--- src/rtl/uart_pkg.sv ---
`default_nettype none
// ============================================================================
//  Module      : uart_pkg
//  Description : Shared UART definitions (state codes, frame width, helpers).
//                Usable by both the receiver and the transmitter.
//                The PARITY state exists only when UART_RX_PARITY_EN is defined.
//  Revision    : 1.0  initial release
// ============================================================================
package uart_pkg;

  localparam int DATA_BITS = 8;

  localparam logic [2:0] ST_IDLE    = 3'd0;
  localparam logic [2:0] ST_START   = 3'd1;
  localparam logic [2:0] ST_DATA    = 3'd2;
  localparam logic [2:0] ST_STOP    = 3'd3;
  localparam logic [2:0] ST_WAIT_HI = 3'd4;
  localparam logic [2:0] ST_PARITY  = 3'd5;

  typedef enum logic [2:0] {
    S_IDLE    = ST_IDLE,
    S_START   = ST_START,
    S_DATA    = ST_DATA,
    S_STOP    = ST_STOP,
`ifdef UART_RX_PARITY_EN
    S_WAIT_HI = ST_WAIT_HI,
    S_PARITY  = ST_PARITY
`else
    S_WAIT_HI = ST_WAIT_HI
`endif
  } uart_state_e;

  // Counter value at which the mid-start-bit sample is taken.
  function automatic int half_bit_last(input int clks_per_bit);
    return (clks_per_bit / 2) - 1;
  endfunction

endpackage
`default_nettype wire

--- src/rtl/uart_rx_sync.sv ---
`default_nettype none
// ============================================================================
//  Module      : uart_rx_sync
//  Description : Multi-flop synchronizer for the asynchronous serial line.
//                All stages are set to 1 (idle level) on reset so that reset
//                release can never look like a start bit.
//  Revision    : 1.0  initial release
// ============================================================================
module uart_rx_sync #(
  parameter int SYNC_STAGES = 2
) (
  input  logic clk,
  input  logic rst,
  input  logic i_async,
  output logic o_sync
);

  logic [SYNC_STAGES-1:0] r_chain;

  // First stage captures the raw line.
  always_ff @(posedge clk or posedge rst) begin
    if (rst) r_chain[0] <= 1'b1;
    else     r_chain[0] <= i_async;
  end

  // Remaining stages form a plain shift chain.
  for (genvar g = 1; g < SYNC_STAGES; g++) begin : g_stage
    always_ff @(posedge clk or posedge rst) begin
      if (rst) r_chain[g] <= 1'b1;
      else     r_chain[g] <= r_chain[g-1];
    end
  end

  assign o_sync = r_chain[SYNC_STAGES-1];

endmodule
`default_nettype wire

--- src/rtl/uart_rx.sv ---
`default_nettype none
// ============================================================================
//  Module      : uart_rx
//  Description : 8N1 UART receiver, mid-bit sampling with an inline baud
//                counter. Delivers one byte per good frame with a one-cycle
//                rxdone strobe; bad stop bits give a one-cycle frame_err.
//                Optional macro UART_RX_PARITY_EN switches to 8E1 and adds
//                the parity_err output.
//  Revision    : 1.0  initial release
// ============================================================================
module uart_rx
  import uart_pkg::*;
#(
  parameter int CLKS_PER_BIT = 10416,
  parameter int SYNC_STAGES  = 2
) (
  input  logic       clk,
  input  logic       rst,
  input  logic       rxsd,
  output logic [7:0] rxpd,
  output logic       rxdone,
  output logic       frame_err,
`ifdef UART_RX_PARITY_EN
  output logic [2:0] state,
  output logic       parity_err
`else
  output logic [2:0] state
`endif
);

  localparam int c_cnt_w = $clog2(CLKS_PER_BIT);
  localparam int c_idx_w = $clog2(DATA_BITS);
  localparam logic [c_cnt_w-1:0] c_cnt_last  = c_cnt_w'(CLKS_PER_BIT - 1);
  localparam logic [c_cnt_w-1:0] c_half_last = c_cnt_w'(half_bit_last(CLKS_PER_BIT));
  localparam logic [c_idx_w-1:0] c_idx_last  = c_idx_w'(DATA_BITS - 1);

  logic w_rx_s;

  uart_rx_sync #(
    .SYNC_STAGES (SYNC_STAGES)
  ) u_sync (
    .clk     (clk),
    .rst     (rst),
    .i_async (rxsd),
    .o_sync  (w_rx_s)
  );

  uart_state_e            r_state, w_state_nxt;
  logic [c_cnt_w-1:0]     r_cnt,   w_cnt_nxt;
  logic [c_idx_w-1:0]     r_idx,   w_idx_nxt;
  logic [DATA_BITS-1:0]   r_shift, w_shift_nxt;
  logic [DATA_BITS-1:0]   r_rxpd,  w_rxpd_nxt;
  logic                   r_done,  w_done_nxt;
  logic                   r_ferr,  w_ferr_nxt;
`ifdef UART_RX_PARITY_EN
  logic                   r_pbad,  w_pbad_nxt;
  logic                   r_perr,  w_perr_nxt;
`endif

  // State, counters, shift register and registered output pulses.
  always_ff @(posedge clk or posedge rst) begin
    if (rst) begin
      r_state <= S_IDLE;
      r_cnt   <= '0;
      r_idx   <= '0;
      r_shift <= '0;
      r_rxpd  <= '0;
      r_done  <= 1'b0;
      r_ferr  <= 1'b0;
`ifdef UART_RX_PARITY_EN
      r_pbad  <= 1'b0;
      r_perr  <= 1'b0;
`endif
    end else begin
      r_state <= w_state_nxt;
      r_cnt   <= w_cnt_nxt;
      r_idx   <= w_idx_nxt;
      r_shift <= w_shift_nxt;
      r_rxpd  <= w_rxpd_nxt;
      r_done  <= w_done_nxt;
      r_ferr  <= w_ferr_nxt;
`ifdef UART_RX_PARITY_EN
      r_pbad  <= w_pbad_nxt;
      r_perr  <= w_perr_nxt;
`endif
    end
  end

  // Next-state, baud counting and sampling decisions.
  always_comb begin
    w_state_nxt = r_state;
    w_cnt_nxt   = r_cnt;
    w_idx_nxt   = r_idx;
    w_shift_nxt = r_shift;
    w_rxpd_nxt  = r_rxpd;
    w_done_nxt  = 1'b0;
    w_ferr_nxt  = 1'b0;
`ifdef UART_RX_PARITY_EN
    w_pbad_nxt  = r_pbad;
    w_perr_nxt  = 1'b0;
`endif
    case (r_state)
      S_IDLE: begin
        w_cnt_nxt = '0;
        if (!w_rx_s) w_state_nxt = S_START;
      end
      S_START: begin
        if (r_cnt == c_half_last) begin
          w_cnt_nxt   = '0;
          w_idx_nxt   = '0;
          // A line already back high at mid-start was only a glitch.
          w_state_nxt = w_rx_s ? S_IDLE : S_DATA;
        end else begin
          w_cnt_nxt = r_cnt + 1'b1;
        end
      end
      S_DATA: begin
        if (r_cnt == c_cnt_last) begin
          w_cnt_nxt   = '0;
          w_shift_nxt = {w_rx_s, r_shift[DATA_BITS-1:1]};
          if (r_idx == c_idx_last) begin
`ifdef UART_RX_PARITY_EN
            w_state_nxt = S_PARITY;
`else
            w_state_nxt = S_STOP;
`endif
          end else begin
            w_idx_nxt = r_idx + 1'b1;
          end
        end else begin
          w_cnt_nxt = r_cnt + 1'b1;
        end
      end
`ifdef UART_RX_PARITY_EN
      S_PARITY: begin
        if (r_cnt == c_cnt_last) begin
          w_cnt_nxt   = '0;
          // Even parity: data plus parity bit must XOR to zero.
          w_pbad_nxt  = ^{r_shift, w_rx_s};
          w_state_nxt = S_STOP;
        end else begin
          w_cnt_nxt = r_cnt + 1'b1;
        end
      end
`endif
      S_STOP: begin
        if (r_cnt == c_cnt_last) begin
          w_cnt_nxt = '0;
`ifdef UART_RX_PARITY_EN
          w_perr_nxt = r_pbad;
`endif
          if (w_rx_s) begin
`ifdef UART_RX_PARITY_EN
            if (!r_pbad) begin
              w_rxpd_nxt = r_shift;
              w_done_nxt = 1'b1;
            end
`else
            w_rxpd_nxt = r_shift;
            w_done_nxt = 1'b1;
`endif
            w_state_nxt = S_IDLE;
          end else begin
            w_ferr_nxt  = 1'b1;
            w_state_nxt = S_WAIT_HI;
          end
        end else begin
          w_cnt_nxt = r_cnt + 1'b1;
        end
      end
      S_WAIT_HI: begin
        // Hold off until the line returns idle so a break cannot retrigger.
        w_cnt_nxt = '0;
        if (w_rx_s) w_state_nxt = S_IDLE;
      end
      default: begin
        w_cnt_nxt   = '0;
        w_state_nxt = S_IDLE;
      end
    endcase
  end

  assign rxpd      = r_rxpd;
  assign rxdone    = r_done;
  assign frame_err = r_ferr;
  assign state     = r_state;
`ifdef UART_RX_PARITY_EN
  assign parity_err = r_perr;
`endif

endmodule
`default_nettype wire

--- config.mk ---
export PLATFORM = sky130hd
export DESIGN_NAME = uart_rx
export DESIGN_NICKNAME = d
export VERILOG_FILES = /design/src/rtl/uart_pkg.sv /design/src/rtl/uart_rx_sync.sv /design/src/rtl/uart_rx.sv
export SDC_FILE = /design/constraint.sdc
export NUM_CORES = 1
export LEC_CHECK = 0
export ABC_AREA = 1
export CAP_MARGIN = 10
export CORE_ASPECT_RATIO = 1.2
export CORE_MARGIN = 3
export CORE_UTILIZATION = 32
export DETAILED_ROUTE_END_ITERATION = 10
export PLACE_DENSITY = 0.46
export SLEW_MARGIN = 20
export SYNTH_ARGS = -nofsm -noshare
export SYNTH_HDL_FRONTEND = slang
export SYNTH_SLANG_ARGS = --single-unit
--- constraint.sdc ---
create_clock -name clk -period 2.2 [get_ports clk]
set_input_delay 0.22 -clock clk [delete_from_list [all_inputs] [get_ports clk]]
set_output_delay 0.22 -clock clk [all_outputs]
set_load 0.05 [all_outputs]
== Word-level counts from Yosys, hierarchy flattened ==
Index checks and enable logic that the tools add are counted.

* Bits in registers: 40
* Input port bits: 3
* Output and inout bits: 13
* Word-level logic and storage cells: 54

* Add/sub/neg operators: 2
* Equal/unequal tests: 14
* Muxes and demuxes: 22
* Reduce and logical (&&, ||, !) cells: 7

{| class="wikitable"
|+ Operators by type and width
! operator !! number
|-
| 2-to-1 mux 3 bit || 10
|-
| 2-to-1 mux 14 bit || 2
|-
| case mux 14 bit (2 select lines) || 1
|-
| case mux 3 bit (5 select lines) || 1
|-
| adder 14 x 1 -> 14 bit (second input constant) || 1
|-
| == test 14 x 13 -> 1 bit (second input constant) || 1
|-
| == test 14 bit (second input constant) || 1
|-
| inequality test 2 bit (second input constant) || 6
|-
| == test 3 x 2 -> 1 bit (second input constant) || 2
|-
| == test 3 bit (second input constant) || 2
|-
| 2-to-1 mux 1 bit || 6
|-
| case mux 3 bit (2 select lines) || 1
|-
| AND reduction 6 bit || 1
|-
| AND reduction 4 bit || 1
|-
| adder 3 x 1 -> 3 bit (second input constant) || 1
|-
| == test 3 x 1 -> 1 bit (second input constant) || 1
|-
| logical NOT 3 bit || 1
|-
| AND reduction 3 bit || 1
|-
| 2-to-1 mux 2 bit || 1
|-
| inequality test 2 x 1 -> 1 bit (second input constant) || 1
|-
| AND reduction 2 bit || 1
|-
| nonzero test 2 bit || 1
|-
| OR reduction 2 bit || 1
|}

== Longest topological paths before layout ==
Gate-level depths: netlist of run 1.

* Word-level depth: 4
* Depth in mapped cells: 10
* Mapped depth without buffers: 10

== Hierarchy ==
Synthesis of run 1 repeated with hierarchy kept, for this count alone.

* Cell total of the unflattened synthesis: 234
* Area total of the unflattened synthesis: 1980.6 µm²

{| class="wikitable"
|+ Modules (own cells, without submodules)
! module !! times used !! cells each !! area an instance (µm²) !! sequential area each (µm²)
|-
| uart_rx || 1 || 231 || 1924.3 || 950.9
|-
| uart_rx_sync || 1 || 3 || 56.3 || 52.6
|}

== Worst setup path after synthesis of run 1 ==
OpenSTA, ideal clock, no wires.

* Path kind: register -> register
* Start: register r_state[1], in the netlist state[1]
* End: register r_rxpd[6], in the netlist rxpd[6]
* Library setup time: 0.119 ns
* Data arrival time: 1.540 ns
* Data required time: 2.081 ns
* Setup slack: 0.541 ns
* Stages on the path, launching flop included: 9
* Path buffers: 1
* Clock period less this slack: 1.659 ns
* Cells stage by stage: dfrtp_1 nand2_2 inv_1 nand2_1 nor2_1 nand3_4 buf_6 nand2_2 o21ai_2

* Cells in the longest elaborated chain, start to end: 2

{| class="wikitable"
|+ Ends and longest elaborated chain
! item !! line !! source
|-
| start: declaration || uart_rx.sv:48 || <nowiki>uart_state_e r_state, w_state_nxt;</nowiki>
|-
| start signal: assignment || uart_rx.sv:75 || <nowiki>r_state <= w_state_nxt;</nowiki>
|-
| == test 3 x 2 -> 1 bit || uart_rx.sv:102 || <nowiki>case (r_state)</nowiki>
|-
| AND reduction 3 bit (no source line) || n/a ||
|-
| end signal: assignment || uart_rx.sv:79 || <nowiki>r_rxpd <= w_rxpd_nxt;</nowiki>
|-
| end: declaration || uart_rx.sv:52 || <nowiki>logic [DATA_BITS-1:0] r_rxpd, w_rxpd_nxt;</nowiki>
|}

Every way passes these cells.
A chain may end at the register's enable or synchronous reset.

== Worst setup path after layout of run 1 ==
* Start: register r_state[0], in the netlist state[0]
* End: output port state[0]

{| class="wikitable"
|+ RTL lines
! item !! line !! source
|-
| end: declaration || uart_rx.sv:27 || <nowiki>output logic [2:0] state</nowiki>
|}

No word-level cell between the ends.

==> results of run 1 <==
[final timing paths]
path	depth (start not counted)	slack, ns	to
min in group asynchronous	3	0.36	rxdone
hold reg to reg	0	0.36	u_sync.o_sync
hold / removal	1	0.33	u_sync.r_chain[0]
setup reg to reg	6	0.63	rxpd[2]
setup / recovery	1	0.35	state[0]
max in group asynchronous	3	1.48	u_sync.o_sync
[power groups by stage]
stage | registers, W | logic [W] | clock network [W]
3_5_place_dp | 0.000754 | 0.0000234 | 0
4_1_cts | 0.000739 | 0.0000233 | 0.000686
3_3_place_gp | 0.000754 | 0.0000233 | 0
2_1_floorplan | 0.000753 | 0.0000126 | 0
6_report | 0.000739 | 0.0000209 | 0.000656
5_1_grt | 0.000739 | 0.0000254 | 0.000719
[through the flow]
step,area [sq um],instances
floorplan,2070,240
global placement,2310,336
detailed placement,2310,336
CTS,2440,344
global route,2440,344
finish,2440,344
[cell usage after synthesis]
| master | count | share of area (%) |
|---|---|---|
| nand4_1 | 2 | 0.60 |
| o21ai_0 | 2 | 0.48 |
| inv_1 | 33 | 6.0 |
| nor3b_1 | 1 | 0.36 |
| o21ai_1 | 5 | 1.2 |
| nand3_4 | 2 | 1.7 |
| buf_6 | 2 | 1.1 |
| inv_2 | 6 | 1.1 |
| o21ai_2 | 15 | 6.3 |
| nor3_4 | 2 | 1.6 |
| nand2_2 | 7 | 2.1 |
| inv_4 | 1 | 0.30 |
| nand4_2 | 1 | 0.60 |
| and3_2 | 1 | 0.36 |
| xor2_1 | 5 | 2.1 |
| nand2_1 | 57 | 10 |
| nand3_1 | 12 | 2.9 |
| nor2_4 | 2 | 1.1 |
| or2_0 | 1 | 0.30 |
| ha_1 | 4 | 2.4 |
| or2_2 | 1 | 0.30 |
| dfrtp_1 | 38 | 46 |
| dfstp_2 | 2 | 2.5 |
| nor3_1 | 3 | 0.72 |
| nor2_1 | 28 | 5.1 |
| nand3_2 | 3 | 1.4 |
| a31oi_1 | 1 | 0.30 |
| a21oi_1 | 2 | 0.48 |
| or2_1 | 1 | 0.30 |
[logic make-up (layout without fill, tap and decap cells)]
kind of cell,after synthesis,after routing,synth area share (%)
xor+xnor,5,5,2.11
flops,40,40,48.4
simple gates,124,124,29.8
fa+ha+maj,4,4,2.42
buf+inv,42,64,8.45
compound gates,25,25,8.82
[registers in the layout, summed over array words and instances, names as in the netlist]
register,flops
r_cnt,14
r_shift,8
rxpd,8
r_idx,3
state,3
frame_err,1
rxdone,1
u_sync.o_sync,1
u_sync.r_chain,1
[cell type report]
class,count,area (sq um)
Timing Repair Buffer,16,158
Clock inverter,1,30.0
Multi-Input combinational cell,158,893
Inverter,40,153
Tap cell,82,103
Fill cell,631,3730
Sequential cell,40,1000
Clock buffer,7,96.3
[routing by layer]
metal	track usage, %	vias up	routed length (microns)
met5	0	-	0
met4	5.01	0	75
met3	2.30	6	90
met2	19.8	25	1900
met1	15.7	709	1830
li1	-	792	-
==> qor.yml, run 1 <==
timing:
  fmax_mhz: 541
  fin_worst_skew_ns: 0.00496
  slew_headroom_pct: 66.4
  fin_crit_ns: 1.85
  hold_viol_final: 0
  finalMaxSlewViolations: 0
  tightest_slew_ns: 0.504
  setup_slack_ns: 0.353
  finalCritPeriodShare_pct: 84.0
  setup_tns_ns: 0
  final-setup-viol-count: 0
  fin_hold_ws_ns: 0.328
  rsz0062_at_grt: "false"
grt:
  grt_pass1_wl_mm: 7.20
  overflow: 0
  grt_pass1_vias: 1540
  grt_max_degree: 41
  grt_use_total_pct: 12.2
  antenna_found_initial: 0
cts:
  ctsResizeCount: 0
  clkTransAtPathRegs_ns: 0.08
  cts_tree: "done"
  cts_buffers: 5
  hold_buffers: 0
  cts.path.max_buffers: 2
  cts_setup_buffers: 0
  h-tree-depth: 2
  cts_sinks: 40
  root_buffer: "clkbuf_8"
  insertion_delay_ns: 0.29
floorplan:
  core_area_sq_um: 6170
  die_area_sq_um: 7480
  die_y_microns: 94.1
  ios: 16
  die_x_microns: 79.5
  rows: 31
  start_util_pct: 33.6
critical_path:
  path_class: "reg2out"
  critical_path.slowest_cell: "clkdlybuf4s50_1"
  worst_ep_required_time_ns: 1.98
  path_max_fanout: 7
  path_buf_inv: 1
  worstSetupStartpointType: "register"
  worstReg2RegStart: "r_cnt[0]"
  timing.critical_path.cells: "clkdlybuf4s50_1"
  arrival_ns: 1.63
  crit_start: "state[0]"
  slowest_delay_ns: 0.85
  end_kind: "primary output"
  cp_top_family: "buffers and inverters"
routing:
  drc: 0
  drt_wl_total_mm: 3.90
  drt_iter0_drc: 72
  wire_per_inst_microns: 11.3
  drtPass1Iterations: 4
  via_count: 1532
  drtAntennaViolNets: 0
  vias_per_cell: 4.45
power_and_ir_drop:
  swShare_pct: 19.3
  power.switching_w: 0.000273
  ir_worst_vdd_uv: 344
  p_leak_nw: 1.11
  power_w: 0.00142
  p_comb_share_pct: 1.5
  p_per_area_nw_per_um2: 581
  sequentialPowerShare_pct: 52.2
  internal_power_w: 0.00114
  power_frac_clock_pct: 46.3
synthesis:
  syn_nets: 247
  ys_seq_elements: 40
  postSynthCellCount: 240
  syn_avg_cell_area_sq_um: 8.63
  ys_types: 29
  ys.warnings.count: 0
  ys_seq_area_share_pct: 48.4
  syn_area_sq_um: 2070
finish:
  finalNetCount: 268
  areaGrowthSynthToFinish_pct: 17.6
  diodes: 0
  drive_gt1_share_pct: 19.8
  final_util_pct: 39.5
  mostFrequentLayoutCells: "nand2_1, dfrtp_1, inv_1"
  final_common_cell: "nand2_1"
place:
  portBuffers: 15
  dpl.hpwl_mm: 2.83
  gp_congestion: 0.749
  dp_slack_ns: 0.605
worst_hold_path:
  min_from: "rxsd"
  min_path_type: "in2reg"
run_status:
  status: "completed"
flow_run:
  max-cap-violations: 0
(Power assumes the default switching activity.)
==> run 2, diff against run 1 <==
==> constraint.sdc (replaced) <==
create_clock -name clk -period 1.8 [get_ports clk]
set_input_delay 0.18 -clock clk [delete_from_list [all_inputs] [get_ports clk]]
set_output_delay 0.18 -clock clk [all_outputs]
set_load 0.05 [all_outputs]
==> run 2 against run 1 <==
Against the previous run:
- core utilization grew 0.65 points
- routed wire length grew 3.4%
- critical path type unchanged
- critical endpoint is now state[1]
- sequential cell count is the same
- count of clock-buffer cells in the layout shrank 2
==> qor.yml, run 2 (synthesized netlist as in run 1, its figures left out) <==
power_and_ir_drop:
  ir_worst_vdd_uv: 350
  p_leak_nw: 1.13
  power_w: 0.00195
  p_per_area_nw_per_um2: 789
cts:
  cts_setup_buffers: 0
  cts_sinks: 40
  hold_buffers: 0
  h-tree-depth: 2
  root_buffer: "clkbuf_8"
  clkTransAtPathRegs_ns: 0.08
  insertion_delay_ns: 0.29
  ctsResizeCount: 0
  cts.path.max_buffers: 2
  cts_buffers: 5
  cts_tree: "done"
run_status:
  status: "completed"
routing:
  drt_iter0_drc: 43
  drtPass1Iterations: 4
  via_count: 1532
  drc: 0
  drtAntennaViolNets: 0
  vias_per_cell: 4.45
  wire_per_inst_microns: 11.7
  drt_wl_total_mm: 4.03
grt:
  antenna_found_initial: 0
  grt_max_degree: 41
  overflow: 0
  grt_pass1_wl_mm: 7.43
  grt_use_total_pct: 12.6
  grt_pass1_vias: 1634
critical_path:
  critical_path.slowest_cell: "clkdlybuf4s50_1"
  timing.critical_path.cells: "clkdlybuf4s50_1"
  slowest_delay_ns: 0.83
  worst_ep_required_time_ns: 1.62
  arrival_ns: 1.56
  cp_top_family: "buffers and inverters"
  path_class: "reg2out"
  end_kind: "primary output"
  worstSetupStartpointType: "register"
  path_max_fanout: 5
  path_buf_inv: 1
finish:
  areaGrowthSynthToFinish_pct: 19.5
  regMostFlops: "r_cnt"
  diodes: 0
  finalNetCount: 268
  drive_gt1_share_pct: 20.6
  final_common_cell: "nand2_1"
  largest_reg_flops: 14
  mostFrequentLayoutCells: "nand2_1, dfrtp_1, inv_1"
place:
  gp_congestion: 0.783
  portBuffers: 15
  dpl.hpwl_mm: 2.91
timing:
  fmax_mhz: 573
  tightest_slew_ns: 0.506
  setup_tns_ns: 0
  fin_worst_skew_ns: 0.00448
  finalCritPeriodShare_pct: 96.9
  slew_headroom_pct: 66.1
  rsz0062_at_grt: "false"
  final-setup-viol-count: 0
  fin_crit_ns: 1.74
  finalMaxSlewViolations: 0
  hold_viol_final: 0
worst_hold_path:
  min_path_type: "in2async"
floorplan:
  ios: 16
  core_area_sq_um: 6170
  rows: 31
  die_y_microns: 94.1
  start_util_pct: 33.6
  die_area_sq_um: 7480
  die_x_microns: 79.5
flow_run:
  max-cap-violations: 0
-- run 2: cell types whose count changed in the layout (fill, tap and decap cells not counted), sizes merged --
cell | before | now
bufinv | 1 | 3
clkbuf | 7 | 5
clkdlybuf4s50 | 15 | 13
buf | 1 | 3
-- run 2: final cells by class --
cell class | instances | area (sq um)
Fill cell | 628 | 3690
Clock inverter | 3 | 90.1
Tap cell | 82 | 103
Inverter | 40 | 153
Clock buffer | 5 | 68.8
Multi-Input combinational cell | 158 | 893
Sequential cell | 40 | 1000
Timing Repair Buffer | 16 | 165
-- run 2: worst reg2reg max path: stages, from the launching register on --
cell and delay [ns]:
dfrtp_1 0.41, ha_1 0.22, nand3_2 0.15, nor2_4 0.21
nand3_4 0.23, nand2_1 0.15, o21ai_2 0.06
-- run 2: path summary, 6_finish.rpt --
kind	startpoint	to	slack (ns)	cells after the start
hold reg to reg	u_sync.r_chain[0]	u_sync.o_sync	0.36	0
setup / recovery	state[1]	state[1]	0.06	1
max in group asynchronous	rst	u_sync.o_sync	1.28	3
min in group clk	rxsd	u_sync.r_chain[0]	0.29	1
setup reg to reg	r_cnt[0]	r_shift[6]	0.25	6
hold / removal	rst	rxdone	0.25	3
-- run 2: power by group --
part           switching, W  internal (W)  leakage (nW)  total [W]
registers        0.00000156      0.000902         0.537   0.000903
logic             0.0000206    0.00000916         0.514  0.0000297
clock network      0.000328      0.000694        0.0784    0.00102
total              0.000350       0.00160          1.13    0.00195
-- run 2: through the flow --
step,util (%),setup slack (ns),hold slack [ns],area [sq um],cells
after floorplan,-,0.141,0.184,2070,240
after global placement,37.6,0.251,0.346,2320,336
after detailed placement,37.6,0.232,0.347,2320,336
after CTS,40.2,0.0409,0.259,2480,344
after global routing,40.2,0.00840,0.271,2480,344
final,40.2,0.0560,0.251,2480,344
-- run 2: layer usage --
layer	GRT usage, %	routed length [microns]
met3	2.69	122
met1	15.7	1910
met4	6.45	83
met5	0	0
met2	20.4	1920
